--- config.mk ---
export PLATFORM = sky130hd
export DESIGN_NAME = char_sequencer
export DESIGN_NICKNAME = d
export VERILOG_FILES = /design/src/rtl/char_sequencer_pkg.sv /design/src/rtl/char_sequencer_isa_arb.sv /design/src/rtl/char_sequencer.sv
export SDC_FILE = /design/constraint.sdc
export NUM_CORES = 1
export LEC_CHECK = 0
export CORE_UTILIZATION = 49
export CTS_CLUSTER_DIAMETER = 120
export DETAILED_ROUTE_END_ITERATION = 16
export HOLD_SLACK_MARGIN = 0.03
export PLACE_DENSITY_LB_ADDON = 0.1
export SKIP_LAST_GASP = 1
export SLEW_MARGIN = 20
export SYNTH_ARGS = -nofsm -noshare
export SYNTH_HDL_FRONTEND = slang
export SYNTH_SLANG_ARGS = --single-unit
--- constraint.sdc ---
create_clock -name clk -period 3.8 [get_ports clk]
set_input_delay 0.76 -clock clk [delete_from_list [all_inputs] [get_ports clk]]
set_output_delay 0.76 -clock clk [all_outputs]
set_load 0.05 [all_outputs]
--- src/rtl/char_sequencer_pkg.sv ---
// Shared constants and arbiter state encoding for the character-clock sequencer.
package char_sequencer_pkg;
  localparam int SLOT_CHAR_OFS = 2;
  localparam int SLOT_ATT_OFS  = 3;
  localparam int SLOT_LEN      = 4;
  localparam int MDA_PERIOD    = 18;

  typedef enum logic {
    ARB_IDLE   = 1'b0,
    ARB_ACTIVE = 1'b1
  } arb_state_e;
endpackage

--- src/rtl/char_sequencer_isa_arb.sv ---
// ISA request/grant arbiter: grants only when a whole op fits before the
// guard band at the end of the current character.
module isa_slot_arbiter
  import char_sequencer_pkg::*;
#(
  parameter int CW            = 5,
  parameter int ISA_WIN_LO    = 6,
  parameter int ISA_GUARD     = 2,
  parameter int ISA_OP_CYCLES = 3
) (
  input  logic          clk,
  input  logic          reset_n,
  input  logic [CW-1:0] seq_i,
  input  logic [CW:0]   period_i,
  input  logic          isa_req_i,
  output logic          isa_grant_o,
  output logic          isa_busy_o
);
  localparam int PW = CW + 1;
  localparam int OW = $clog2(ISA_OP_CYCLES + 1);
  localparam logic [PW-1:0] WLO      = PW'(ISA_WIN_LO);
  localparam logic [PW-1:0] OPC      = PW'(ISA_OP_CYCLES);
  localparam logic [PW-1:0] GRD      = PW'(ISA_GUARD);
  localparam logic [OW-1:0] OPC_LAST = OW'(ISA_OP_CYCLES - 1);

  arb_state_e    state_q;
  logic [OW-1:0] opcnt_q;
  logic          grant_q;
  logic          busy_q;
  logic [PW-1:0] seq_ext;
  logic          eligible;

  assign seq_ext  = {1'b0, seq_i};
  // Period cannot change before the wrap, so an op that fits now cannot overlap the next read slot.
  assign eligible = isa_req_i && (seq_ext >= WLO) && ((seq_ext + OPC) <= (period_i - GRD));

  always_ff @(posedge clk or negedge reset_n) begin
    if (!reset_n) begin
      state_q <= ARB_IDLE;
      opcnt_q <= '0;
      grant_q <= 1'b0;
      busy_q  <= 1'b0;
    end else begin
      grant_q <= 1'b0;
      case (state_q)
        ARB_IDLE: begin
          if (eligible) begin
            state_q <= ARB_ACTIVE;
            grant_q <= 1'b1;
            busy_q  <= 1'b1;
            opcnt_q <= OPC_LAST;
          end
        end
        ARB_ACTIVE: begin
          if (opcnt_q != '0) begin
            opcnt_q <= opcnt_q - 1'b1;
          end else begin
            state_q <= ARB_IDLE;
            busy_q  <= 1'b0;
          end
        end
        default: state_q <= ARB_IDLE;
      endcase
    end
  end

  assign isa_grant_o = grant_q;
  assign isa_busy_o  = busy_q;
endmodule

--- src/rtl/char_sequencer.sv ---
// Character-clock sequencer: per-character slot counter with runtime period
// select (latched at wrap), slot strobe decodes and the ISA slot arbiter.
module char_sequencer
  import char_sequencer_pkg::*;
#(
  parameter int CW            = 5,
  parameter int PERIOD_A      = MDA_PERIOD,
  parameter int PERIOD_B      = MDA_PERIOD,
  parameter int SLOT_BASE     = 1,
  parameter int ISA_WIN_LO    = 6,
  parameter int ISA_GUARD     = 2,
  parameter int ISA_OP_CYCLES = 3
) (
  input  logic          clk,
  input  logic          reset_n,
  input  logic          mode_sel,
  input  logic          isa_req,
  output logic [CW-1:0] clk_seq,
  output logic          crtc_clk,
  output logic          vram_read,
  output logic          vram_read_a0,
  output logic          vram_read_char,
  output logic          vram_read_att,
  output logic          charrom_read,
  output logic          disp_pipeline,
  output logic          isa_op_enable,
  output logic          isa_grant,
  output logic          isa_busy
);
  localparam int PW = CW + 1;
  localparam logic [PW-1:0] PA     = PW'(PERIOD_A);
  localparam logic [PW-1:0] PB     = PW'(PERIOD_B);
  localparam logic [PW-1:0] GRD    = PW'(ISA_GUARD);
  localparam logic [CW-1:0] SL_RD0 = CW'(SLOT_BASE);
  localparam logic [CW-1:0] SL_CHR = CW'(SLOT_BASE + SLOT_CHAR_OFS);
  localparam logic [CW-1:0] SL_ATT = CW'(SLOT_BASE + SLOT_ATT_OFS);
  localparam logic [CW-1:0] SL_END = CW'(SLOT_BASE + SLOT_LEN - 1);
  localparam logic [CW-1:0] WLO    = CW'(ISA_WIN_LO);

  if (!(SLOT_BASE + 3 < ISA_WIN_LO)) begin : g_chk_slot
    $error("char_sequencer: VRAM read slot overlaps ISA window");
  end
  if ((ISA_WIN_LO + ISA_OP_CYCLES > PERIOD_A - ISA_GUARD) ||
      (ISA_WIN_LO + ISA_OP_CYCLES > PERIOD_B - ISA_GUARD)) begin : g_chk_fit
    $error("char_sequencer: ISA op does not fit in the shorter period");
  end
  if (ISA_GUARD < 1) begin : g_chk_guard
    $error("char_sequencer: ISA_GUARD must be at least 1");
  end
  if ((PERIOD_A > (1 << CW)) || (PERIOD_B > (1 << CW))) begin : g_chk_cw
    $error("char_sequencer: period exceeds clk_seq range");
  end

  logic [CW-1:0] seq_q, seq_d;
  logic          crtc_q, crtc_d;
  logic          mode_q, mode_d;
  logic [PW-1:0] period;
  logic [PW-1:0] seq_ext;
  logic          wrap;

  assign period  = mode_q ? PB : PA;
  assign seq_ext = {1'b0, seq_q};
  assign wrap    = (seq_ext == (period - 1'b1));

  always_comb begin
    seq_d  = seq_q + 1'b1;
    crtc_d = 1'b0;
    mode_d = mode_q;
    if (wrap) begin
      seq_d  = '0;
      crtc_d = 1'b1;
      mode_d = mode_sel;
    end
  end

  always_ff @(posedge clk or negedge reset_n) begin
    if (!reset_n) begin
      seq_q  <= '0;
      crtc_q <= 1'b0;
      mode_q <= 1'b0;
    end else begin
      seq_q  <= seq_d;
      crtc_q <= crtc_d;
      mode_q <= mode_d;
    end
  end

  assign clk_seq        = seq_q;
  assign crtc_clk       = crtc_q;
  assign vram_read      = (seq_q >= SL_RD0) && (seq_q <= SL_END);
  assign vram_read_a0   = (seq_q == SL_CHR);
  assign vram_read_char = (seq_q == SL_CHR);
  assign vram_read_att  = (seq_q == SL_ATT);
  assign charrom_read   = (seq_q == SL_RD0);
  assign disp_pipeline  = (seq_q == SL_ATT);
  assign isa_op_enable  = (seq_q >= WLO) && (seq_ext < (period - GRD));

  isa_slot_arbiter #(
    .CW            (CW),
    .ISA_WIN_LO    (ISA_WIN_LO),
    .ISA_GUARD     (ISA_GUARD),
    .ISA_OP_CYCLES (ISA_OP_CYCLES)
  ) u_arb (
    .clk         (clk),
    .reset_n     (reset_n),
    .seq_i       (seq_q),
    .period_i    (period),
    .isa_req_i   (isa_req),
    .isa_grant_o (isa_grant),
    .isa_busy_o  (isa_busy)
  );
endmodule

# After elaboration in Yosys (flattened, before gate mapping)
# Cells that the tools add are included.
# totals
wordCells,42
inputBits,4
reg_bits,11
output_inout_bits,15
# classes
eq_ne,7
muxes,12
reduce_logical,7
order_cmp,6
bitwise,1
addsub,3
# op_table
operator,n
$ge A5 B3 Y1 const B,2
$add A5 B2 Y6 const B,1
$le A6 B5 Y1 const B,1
$mux W1,6
$add A5 B1 Y5 const B,1
$eq A5 B1 Y1 const B,1
$eq A5 B2 Y1 const B,1
$eq A5 B3 Y1 const B,1
$eq A5 B5 Y1 const B,1
$ge A5 B1 Y1 const B,1
$le A5 B3 Y1 const B,1
$lt A5 B5 Y1 const B,1
$mux W5,1
$logic_and A1 B1 Y1,4
$mux W2,2
$ne A2 B2 Y1 const B,2
$pmux W1 S2,2
$pmux W2 S2,1
$reduce_and A2 Y1,2
$ne A2 B1 Y1 const B,1
$reduce_bool A2 Y1,1
$sub A2 B1 Y2 const B,1
$not A1 Y1,1

# Depth between registers and ports, before layout
# Gate-level depths: netlist of run 1.
# logic_depth
ltp_word,5
depth_mapped,7
depth_no_buf,6

# Hierarchy
# A second synthesis of run 1 with hierarchy kept.
# unflattened
cells_unflattened,103
hier_area_um2,920.9
# modules_own_cells
module,area_each_um2,cells_per_inst,seq_area_each_um2,instances
isa_slot_arbiter,545.5,63,125.1,1
char_sequencer,375.4,40,150.1,1

# Worst setup path before layout of run 1
# No wires, ideal clock.
# synth_path
kind,reg2out
from,"reg seq_q[2], in the netlist clk_seq[2]"
to,out vram_read_char
setup_slack_ps,-115
path_stages_with_launch,5
arrival_ps,3155
t_required_ps,3040
n_path_buf,3
cell_sequence,dfrtp_1 -> buf_4 -> clkbuf_1 -> nor4b_1 -> buf_4
# synth_via
elab_chain_cells,1
# synth_lines
element,line_no,rtl
"start, declared",char_sequencer.sv:54,"logic [CW-1:0] seq_q, seq_d;"
"start signal, assigned",char_sequencer.sv:82,seq_q <= seq_d;
$eq A5 B2 Y1,-,
"end, declared",char_sequencer.sv:22,"output logic vram_read_char,"
# Every way passes these cells.

# Worst setup path after layout of run 1
# layout_path
from,"reg seq_q[1], in the netlist clk_seq[1]"
to,out vram_read
# layout_via
elab_chain_cells,2
word_cells_on_any_way,3
classes_between,order compare: 2; reduce/logical: 1
# layout_lines
element,line_no,rtl
$ge A5 B1 Y1 / $le A5 B3 Y1 (equally long branches),char_sequencer.sv:90,assign vram_read = (seq_q >= SL_RD0) && (seq_q <= SL_END);
$logic_and A1 B1 Y1 (*),char_sequencer.sv:90,
"end, declared",char_sequencer.sv:20,"output logic vram_read,"
# Every way passes the cells marked *; elsewhere a longest branch is shown, timed or not.

==> results.toml, run 1 <==
[outcome]
outcome = "finished, final reports clean"

[timing]
worst_pin_slew_ns = 0.566
min_period_ns = 3.19
setup_viol = 0
post-route-period-util_pct = 84.0
skew_ns = 0.00445
grt_setup_unrepaired = "no"
maxSlewViolCount = 0
timing.final.ws_setup_ns = 0.609
setup_tns_ns = 0
hold_viol = 0
fmax_mhz = 313
max-slew-margin-rel_pct = 62.3

[setup_path]
path_max_fanout = 12
worstPathRequired_ns = 3.04
timing.rr.start = "clk_seq[1]"
crit_end = "vram_read"
crit_path_end_kind = "output port"
crit_start = "clk_seq[1]"
r2r_slack_ns = 1.90
cp-start-kind = "flop"
path_class = "flop to output port"
reg2reg_to = "u_arb.opcnt_q[1]"
worst_r2r_path_depth = 6
worstPathArrival_ns = 2.43

[pwr]
vdd_drop_max_mv = 0.334
p_per_area_mw_per_mm2 = 415
p_leak_nw = 0.364
total_power_w = 0.000352

[logic_synthesis]
yosys_warnings = 0
synth-edff-count = 0
syn_nets = 81
ys_types = 33
synth_seq_cells = 11
synthArstFlopShare_pct = 100
synth_area_leaders = "dfrtp_1 40%, ha_1 7.3%, buf_4 5.5%, inv_1 3.3%, nand2_1 3.3%"
synth_largest_area_cell = "dfrtp_1"
ys_seq_area_share_pct = 40.1
synth_commonest_cells = "11 x dfrtp_1, 6 x inv_1, 6 x nand2_1, 5 x buf_4"
avgSynthCellArea_sq_um = 9.39
postSynthCellCount = 73
yosys_most_used_dff = "dfrtp_1"
yosysMostFrequentCell = "dfrtp_1"
synthesis.area_sq_um = 686
yosysTopAreaCellShare_pct = 40.1

[min_path]
hp-class = "flop to flop"

[grt]
antenna_found_initial = 0
grt_start_max_net_pins = 19
grt_pass1_vias = 489
grt_overflow_total = 0
grt_usage_pct = 21.0
grt_pass1_wl_mm = 2.17

[clock_tree]
htreeDepth = 1
cts.sinks = 11
ctsLongestPathBuffers = 2
clk_latency_ns = 0.26
hold_buffers = 0
cts_root_buffer = "clkbuf_4"
numCtsBuffers = 3
cts_tree = "yes"
postCtsSetupRepairBufs = 0
clk_pin_slew_ns = 0.06
cts.repair.resized = 0

[detailed_routing]
final_antenna_net_count = 0
via_per_inst = 5.58
drt_iter0_drc = 12
dr.pass1.iters = 4
drcViolationCount = 0
totalWireLength_mm = 1.29
num_vias = 564
avgRoutedWirePerCell_um = 12.7

[floorplan]
die_w_um = 39.4
io_pins = 19
num_rows = 13
die_h_um = 39.4
die_area_sq_mm = 0.00155
initial_core_util_pct = 52.7
core_sq_mm = 0.00130

[cells_and_area]
regArea_sq_um = 275
syn2layout_area_growth_pct = 23.9
final_layout_size_suffix_gt1_share_pct = 6.98
n_antenna_cell = 0
final_nets = 95
multi_input_area_sq_um = 337
stdcell_count = 101
nFillCells = 116

[placement]
dp_slack_ns = 0.901
hpwlAfterDp_um = 922
dp_cells = 97
gp_congestion = 0.722
port_buffers = 17

[run]
maxCapViolCount = 0
[where the power goes]
part	switching, W	internal, W	total, W	leakage [nW]
Combinational	0.0000712	0.0000528	0.000124	0.222
Clock	0.0000330	0.0000404	0.0000735	0.0150
Sequential	0.0000133	0.000142	0.000155	0.127
Total	0.000118	0.000235	0.000352	0.364
[state kept, by name, summed over array words and instances, names as in the netlist]
signal             cells
clk_seq                5
crtc_clk               1
u_arb.isa_busy_o       1
u_arb.isa_grant_o      1
u_arb.opcnt_q          2
u_arb.state_q          1
[cell families (layout without fill, tap and decap cells)]
| kind of cell | Yosys count | in the layout | share of synthesized area [%] |
|---|---|---|---|
| xor+xnor | 2 | 2 | 2.56 |
| flops | 11 | 11 | 40.1 |
| fa+ha+maj | 4 | 4 | 7.30 |
| simple gates | 27 | 27 | 21.9 |
| buf+inv | 14 | 27 | 11.7 |
| compound gates | 15 | 15 | 16.4 |
[placed cells by master (no fill, tap or decap), types with 2 or more instances in the layout]
| master | n |
|---|---|
| a21oi_1 | 4 |
| clkbuf_4 | 3 |
| ha_1 | 4 |
| inv_1 | 6 |
| o21ai_1 | 2 |
| o21ai_0 | 2 |
| clkdlybuf4s50_1 | 17 |
| nor3_1 | 4 |
| nand2b_1 | 2 |
| nand2_1 | 6 |
| xnor2_1 | 2 |
| dfrtp_1 | 11 |
| nor2_1 | 4 |
[area by class of cell]
class                   count  area share [%]
multi-input cells          48            39.6
flip-flops and latches     11            32.4
repair buffers             17            20.0
inverters                   6            2.65
well taps                  15            2.21
clock buffers               4            3.09
[stage by stage]
stage / hold slack (ns) / cell area [sq um] / utilization, %
2_1_floorplan: 0.464 / 692 / -
3_3_place_gp: 0.470 / 823 / 63.3
3_5_place_dp: 0.471 / 823 / 63.3
4_1_cts: 0.488 / 850 / 65.3
5_1_grt: 0.494 / 850 / 65.3
6_report: 0.485 / 850 / 65.3
[how the worst min path moves through the flow]
stage	from	endpoint	slack [ns]	depth (start not counted)
floorplan	reset_n	clk_seq[0]	0.46	0
global placement	u_arb.isa_busy_o	u_arb.isa_busy_o	0.47	1
detailed placement	u_arb.isa_busy_o	u_arb.isa_busy_o	0.47	1
CTS	u_arb.isa_busy_o	u_arb.isa_busy_o	0.49	1
global route	u_arb.isa_busy_o	u_arb.isa_busy_o	0.49	1
finish	u_arb.isa_busy_o	u_arb.isa_busy_o	0.49	1
[worst max-delay path, stage by stage (launching register included)]
cell and delay, ns:
dfrtp_1 0.57, inv_1 0.11, ha_1 0.23, or4_1 0.39
and3_1 0.18, clkdlybuf4s50_1 0.69
[per-layer routing]
| layer | GRT usage (%) | share of wire (%) | up-vias |
|---|---|---|---|
| met1 | 31.3 | 51 | 268 |
| met3 | 3.98 | 4.0 | 2 |
| met5 | 0 | 0 | - |
| li1 | - | - | 280 |
| met4 | 7.76 | 0.93 | 0 |
| met2 | 29.9 | 44 | 14 |
Power figures use the tool's default switching activity.
==> inputs of run 2 (changes only) <==
--- a/config.mk
+++ b/config.mk
@@ -5,7 +5,7 @@
 export SDC_FILE = /design/constraint.sdc
 export NUM_CORES = 1
 export LEC_CHECK = 0
-export CORE_UTILIZATION = 49
+export CORE_UTILIZATION = 41
 export CTS_CLUSTER_DIAMETER = 120
 export DETAILED_ROUTE_END_ITERATION = 16
 export HOLD_SLACK_MARGIN = 0.03
==> constraint.sdc (replaced) <==
create_clock -name clk -period 2.7 [get_ports clk]
set_input_delay 0.54 -clock clk [delete_from_list [all_inputs] [get_ports clk]]
set_output_delay 0.54 -clock clk [all_outputs]
set_load 0.05 [all_outputs]
==> run 2 against run 1 <==
Die area grew 18%. Non-clock buffer count up 3. Sequential power up 41%. First-iteration DRC count decreased by 33%. Power up 42%. Cell count increased by 4.0%. Largest power group unchanged.
==> results.toml, run 2 (synthesis results as in run 1) <==
[outcome]
outcome = "finished, final reports clean"

[floorplan]
io_pins = 19
initial_core_util_pct = 44.5
die_area_sq_mm = 0.00184
die_h_um = 42.9
core_sq_mm = 0.00154
die_w_um = 42.9
num_rows = 14

[timing]
grt_setup_unrepaired = "no"
setup_tns_ns = 0
fmax_mhz = 395
post-route-period-util_pct = 93.8
min_period_ns = 2.53
skew_ns = 0.00270
hold_viol = 0
setup_viol = 0
maxSlewViolCount = 0
worst_pin_slew_ns = 0.524
max-slew-margin-rel_pct = 65.0

[detailed_routing]
drt_iter0_drc = 8
via_per_inst = 5.40
wl_met2_um = 619
num_vias = 567
final_antenna_net_count = 0
dr.pass1.iters = 4
met3_length_um = 81
drcViolationCount = 0
met1Wirelength_um = 603
avgRoutedWirePerCell_um = 12.5
totalWireLength_mm = 1.31
highest_layer = "met4"

[clock_tree]
clk_pin_slew_ns = 0.06
hold_buffers = 0
clk_latency_ns = 0.27
ctsLongestPathBuffers = 2
postCtsSetupRepairBufs = 0
cts_tree = "yes"
htreeDepth = 1
cts.repair.resized = 0
numCtsBuffers = 3
cts_root_buffer = "clkbuf_4"
cts.sinks = 11

[cells_and_area]
largest_register_ffs = 5
final_nets = 98
final_layout_size_suffix_gt1_share_pct = 16.9
layout_commonest_cell = "clkdlybuf4s50_1"
n_antenna_cell = 0
syn2layout_area_growth_pct = 29.6
utilization_pct = 57.6
nFillCells = 143
mostFrequentLayoutCells = "13 x clkdlybuf4s50_1, 11 x dfrtp_1, 7 x buf_4"

[grt]
antenna_found_initial = 0
grt_pass1_wl_mm = 2.30
grt_start_max_net_pins = 15
grt_overflow_total = 0
grt_pass1_vias = 540
grt_usage_pct = 16.9

[pwr]
p_leak_nw = 0.387
vdd_drop_max_mv = 0.451
p_per_area_mw_per_mm2 = 563

[placement]
gp_congestion = 0.733
hpwlAfterDp_um = 926
port_buffers = 17

[run]
maxCapViolCount = 0

[setup_path]
path_max_fanout = 12
crit_path_end_kind = "output port"
worstPathRequired_ns = 2.16
path_class = "flop to output port"
cp-start-kind = "flop"
worstPathArrival_ns = 1.99

[min_path]
hp-class = "flop to flop"
run 2: path summary, 6_finish.rpt:
check,from,endpoint,slack (ns),cells past startpoint
setup / recovery,clk_seq[1],vram_read,0.17,5
min in group asynchronous,reset_n,u_arb.opcnt_q[0],0.61,1
hold reg to reg,u_arb.isa_busy_o,u_arb.isa_busy_o,0.49,1
setup reg to reg,clk_seq[1],u_arb.opcnt_q[1],0.78,6
max in group asynchronous,reset_n,crtc_clk,1.74,1
hold / removal,u_arb.isa_busy_o,u_arb.isa_busy_o,0.49,1
run 2: per-layer routing:
layer | vias to the layer above | track usage, %
met5 | - | 0
li1 | 282 | -
met3 | 2 | 7.66
met2 | 12 | 26.7
met4 | 0 | 5.63
met1 | 271 | 20.4
run 2: area by class of cell:
| type | instances | area (sq um) | share of cell area, % |
|---|---|---|---|
| clock buffers | 4 | 26.3 | 2.96 |
| multi-input cells | 48 | 362 | 40.7 |
| repair buffers | 20 | 183 | 20.6 |
| well taps | 16 | 20.0 | 2.25 |
| inverters | 6 | 22.5 | 2.54 |
| flip-flops and latches | 11 | 275 | 31.0 |
run 2: worst max-delay path, cell delays in order (launching register included):
cell and delay [ns]:
dfrtp_1 0.60, inv_1 0.12, ha_1 0.24, or4_1 0.39, and3_1 0.19, buf_4 0.18
run 2: power by group:
part	internal, W	total, W	switching, W
Clock	0.0000572	0.000111	0.0000534
Combinational	0.0000740	0.000171	0.0000974
Sequential	0.000199	0.000219	0.0000195
Total	0.000330	0.000501	0.000170
run 2: stage by stage:
stage / std cells / setup slack [ns] / hold WS [ns] / instance area (sq um) / total power [W]
final: 105 / 0.168 / 0.486 / 888 / 0.000501
after global routing: 105 / 0.0183 / 0.514 / 888 / 0.000535
after CTS: 105 / 0.155 / 0.495 / 888 / 0.000510
after detailed placement: 101 / 0.457 / 0.478 / 862 / 0.000395
after global placement: 101 / 0.471 / 0.467 / 862 / 0.000389
after floorplan: 73 / 0.0915 / 0.244 / 717 / 0.000347
==> inputs of run 3 (changes only) <==
--- a/config.mk
+++ b/config.mk
@@ -5,7 +5,8 @@
 export SDC_FILE = /design/constraint.sdc
 export NUM_CORES = 1
 export LEC_CHECK = 0
-export CORE_UTILIZATION = 41
+export CORE_MARGIN = 2
+export CORE_UTILIZATION = 45
 export CTS_CLUSTER_DIAMETER = 120
 export DETAILED_ROUTE_END_ITERATION = 16
 export HOLD_SLACK_MARGIN = 0.03
@@ -14,4 +15,5 @@
 export SLEW_MARGIN = 20
 export SYNTH_ARGS = -nofsm -noshare
 export SYNTH_HDL_FRONTEND = slang
+export SYNTH_HIERARCHICAL = 1
 export SYNTH_SLANG_ARGS = --single-unit
==> run 3 against run 2 <==
Worst hold slack better by 0.0028 ns. Count of clock-buffer cells in the layout unchanged. Sequential share of layout area decreased by 8.0 points. Power is 12% higher. Clock skew barely moved. Via count increased by 35%. Critical path type unchanged. Wire length increased by 45%. Clock power about the same. Global-route usage increased by 0.52 points. Fmax shrank 0.40%. Final area rose by 35%.
==> results.toml, run 3 <==
[timing]
setup_tns_ns = 0
grt_setup_unrepaired = "no"
worst_pin_slew_ns = 0.626
hold_viol = 0
max-slew-margin-rel_pct = 58.3
maxSlewViolCount = 0
hold_ws_ns = 0.489
setup_viol = 0
post-route-period-util_pct = 94.1
min_period_ns = 2.54
skew_ns = 0.00235
timing.final.ws_setup_ns = 0.158
fmax_mhz = 393

[cells_and_area]
final_layout_size_suffix_gt1_share_pct = 13.6
n_antenna_cell = 0
largest_register_ffs = 5
final_nets = 149
mostFrequentLayoutCells = "12 x ha_1, 12 x conb_1, 11 x dfrtp_1, 11 x clkdlybuf4s50_1, 10 x nor2_1"
syn2layout_area_growth_pct = 30.3
utilization_pct = 61.8

[placement]
hpwlAfterDp_mm = 1.50
port_buffers = 17
gp_congestion = 0.781
dp_slack_ns = 0.294

[run]
maxCapViolCount = 0

[logic_synthesis]
synth_largest_area_cell = "dfrtp_1"
synth_seq_cells = 11
postSynthCellCount = 103
synth_area_leaders = "dfrtp_1 30%, ha_1 16%, xnor2_1 4.8%, nor2_1 4.1%, inv_1 3.7%"
synth-edff-count = 0
synthArstFlopShare_pct = 100
yosysMostFrequentCell = "ha_1"
ys_types = 30
synthesis.area_sq_um = 921
yosys_most_used_dff = "dfrtp_1"
yosys_warnings = 6
yosysTopAreaCellShare_pct = 29.9
ys_seq_area_share_pct = 29.9
avgSynthCellArea_sq_um = 8.94
synth_commonest_cells = "12 x ha_1, 11 x dfrtp_1, 10 x nor2_1, 9 x inv_1"

[floorplan]
initial_core_util_pct = 47.4
io_pins = 19
die_w_um = 49.2
die_area_sq_mm = 0.00242
die_h_um = 49.2
core_sq_mm = 0.00194
num_rows = 16

[clock_tree]
postCtsSetupRepairBufs = 0
numCtsBuffers = 3
cts.sinks = 11
htreeDepth = 1
ctsLongestPathBuffers = 2
cts_root_buffer = "clkbuf_4"
cts_tree = "yes"
clk_pin_slew_ns = 0.07
clk_latency_ns = 0.26

[detailed_routing]
drcViolationCount = 0
via_per_inst = 4.81
dr.pass1.iters = 3
totalWireLength_mm = 1.90
avgRoutedWirePerCell_um = 11.9
final_antenna_net_count = 0
num_vias = 765
drt_iter0_drc = 10

[grt]
grt_pass1_vias = 801
grt_start_max_net_pins = 16
grt_usage_pct = 17.4
antenna_found_initial = 0
grt_overflow_total = 0
grt_pass1_wl_mm = 3.35

[setup_path]
worstPathRequired_ns = 2.16
path_class = "flop to output port"
path_max_fanout = 15
cp-start-kind = "flop"
worstPathArrival_ns = 2.00
crit_path_end_kind = "output port"

[pwr]
vdd_drop_max_mv = 0.299
p_leak_nw = 0.608
p_per_area_mw_per_mm2 = 469

[min_path]
hp-class = "flop to flop"

[outcome]
outcome = "finished, final reports clean"
-- run 3: critical path, cell delays in order (launching register included) --
cell	delay, ns
dfrtp_1	0.74
a21oi_1	0.08
nor2_1	0.11
clkdlybuf4s50_1	0.81
-- run 3: per-stage QoR --
stage	area, sq um	instances	power (W)
2_1_floorplan	987	113	0.000394
3_3_place_gp	1170	155	0.000438
3_5_place_dp	1170	155	0.000454
4_1_cts	1190	159	0.000565
5_1_grt	1200	159	0.000598
6_report	1200	159	0.000563
-- run 3: metal layers --
layer / GRT usage, % / up-vias / part of all wire (%)
li1: - / 396 / -
met1: 21.1 / 351 / 45
met2: 31.5 / 16 / 51
met3: 3.07 / 2 / 3.8
met4: 4.29 / 0 / 0.68
met5: 0 / - / 0
-- run 3: power breakdown --
group	total [W]	switching, W	internal (W)
combinational	0.000234	0.000134	0.000101
sequential	0.000218	0.0000187	0.000199
clock	0.000110	0.0000535	0.0000570
-- run 3: final timing paths --
check | startpoint | to | slack (ns) | depth (start not counted)
setup / recovery | clk_seq[3] | isa_op_enable | 0.16 | 3
hold / removal | u_arb/isa_busy_o | u_arb/isa_busy_o | 0.49 | 2
setup reg to reg | clk_seq[0] | u_arb/isa_busy_o | 0.28 | 9
hold reg to reg | u_arb/isa_busy_o | u_arb/isa_busy_o | 0.49 | 2
max in group asynchronous | reset_n | crtc_clk | 1.75 | 1
min in group asynchronous | reset_n | u_arb/state_q | 0.61 | 1
-- run 3: cell families after synthesis --
family	count (synthesis)	share of synthesized area [%]
xor+xnor	7	6.66
buf+inv	14	7.47
simple gates	38	22.4
fa+ha+maj	12	16.3
flops	11	29.9
compound gates	19	16.4
other cells	2	0.816
-- run 3: final cells by class --
class | count | area [sq um]
flip-flops and latches | 11 | 275
well taps | 27 | 33.8
repair buffers | 20 | 188
multi-input cells | 88 | 643
fillers | 196 | 742
inverters | 9 | 33.8
clock buffers | 4 | 26.3
-- run 3: repair_timing --
action,in CTS,in global routing
hold buffers,0,0
gates resized for setup,0,2
endpoints found under the setup margin,0,2
endpoints found under the hold margin,0,0
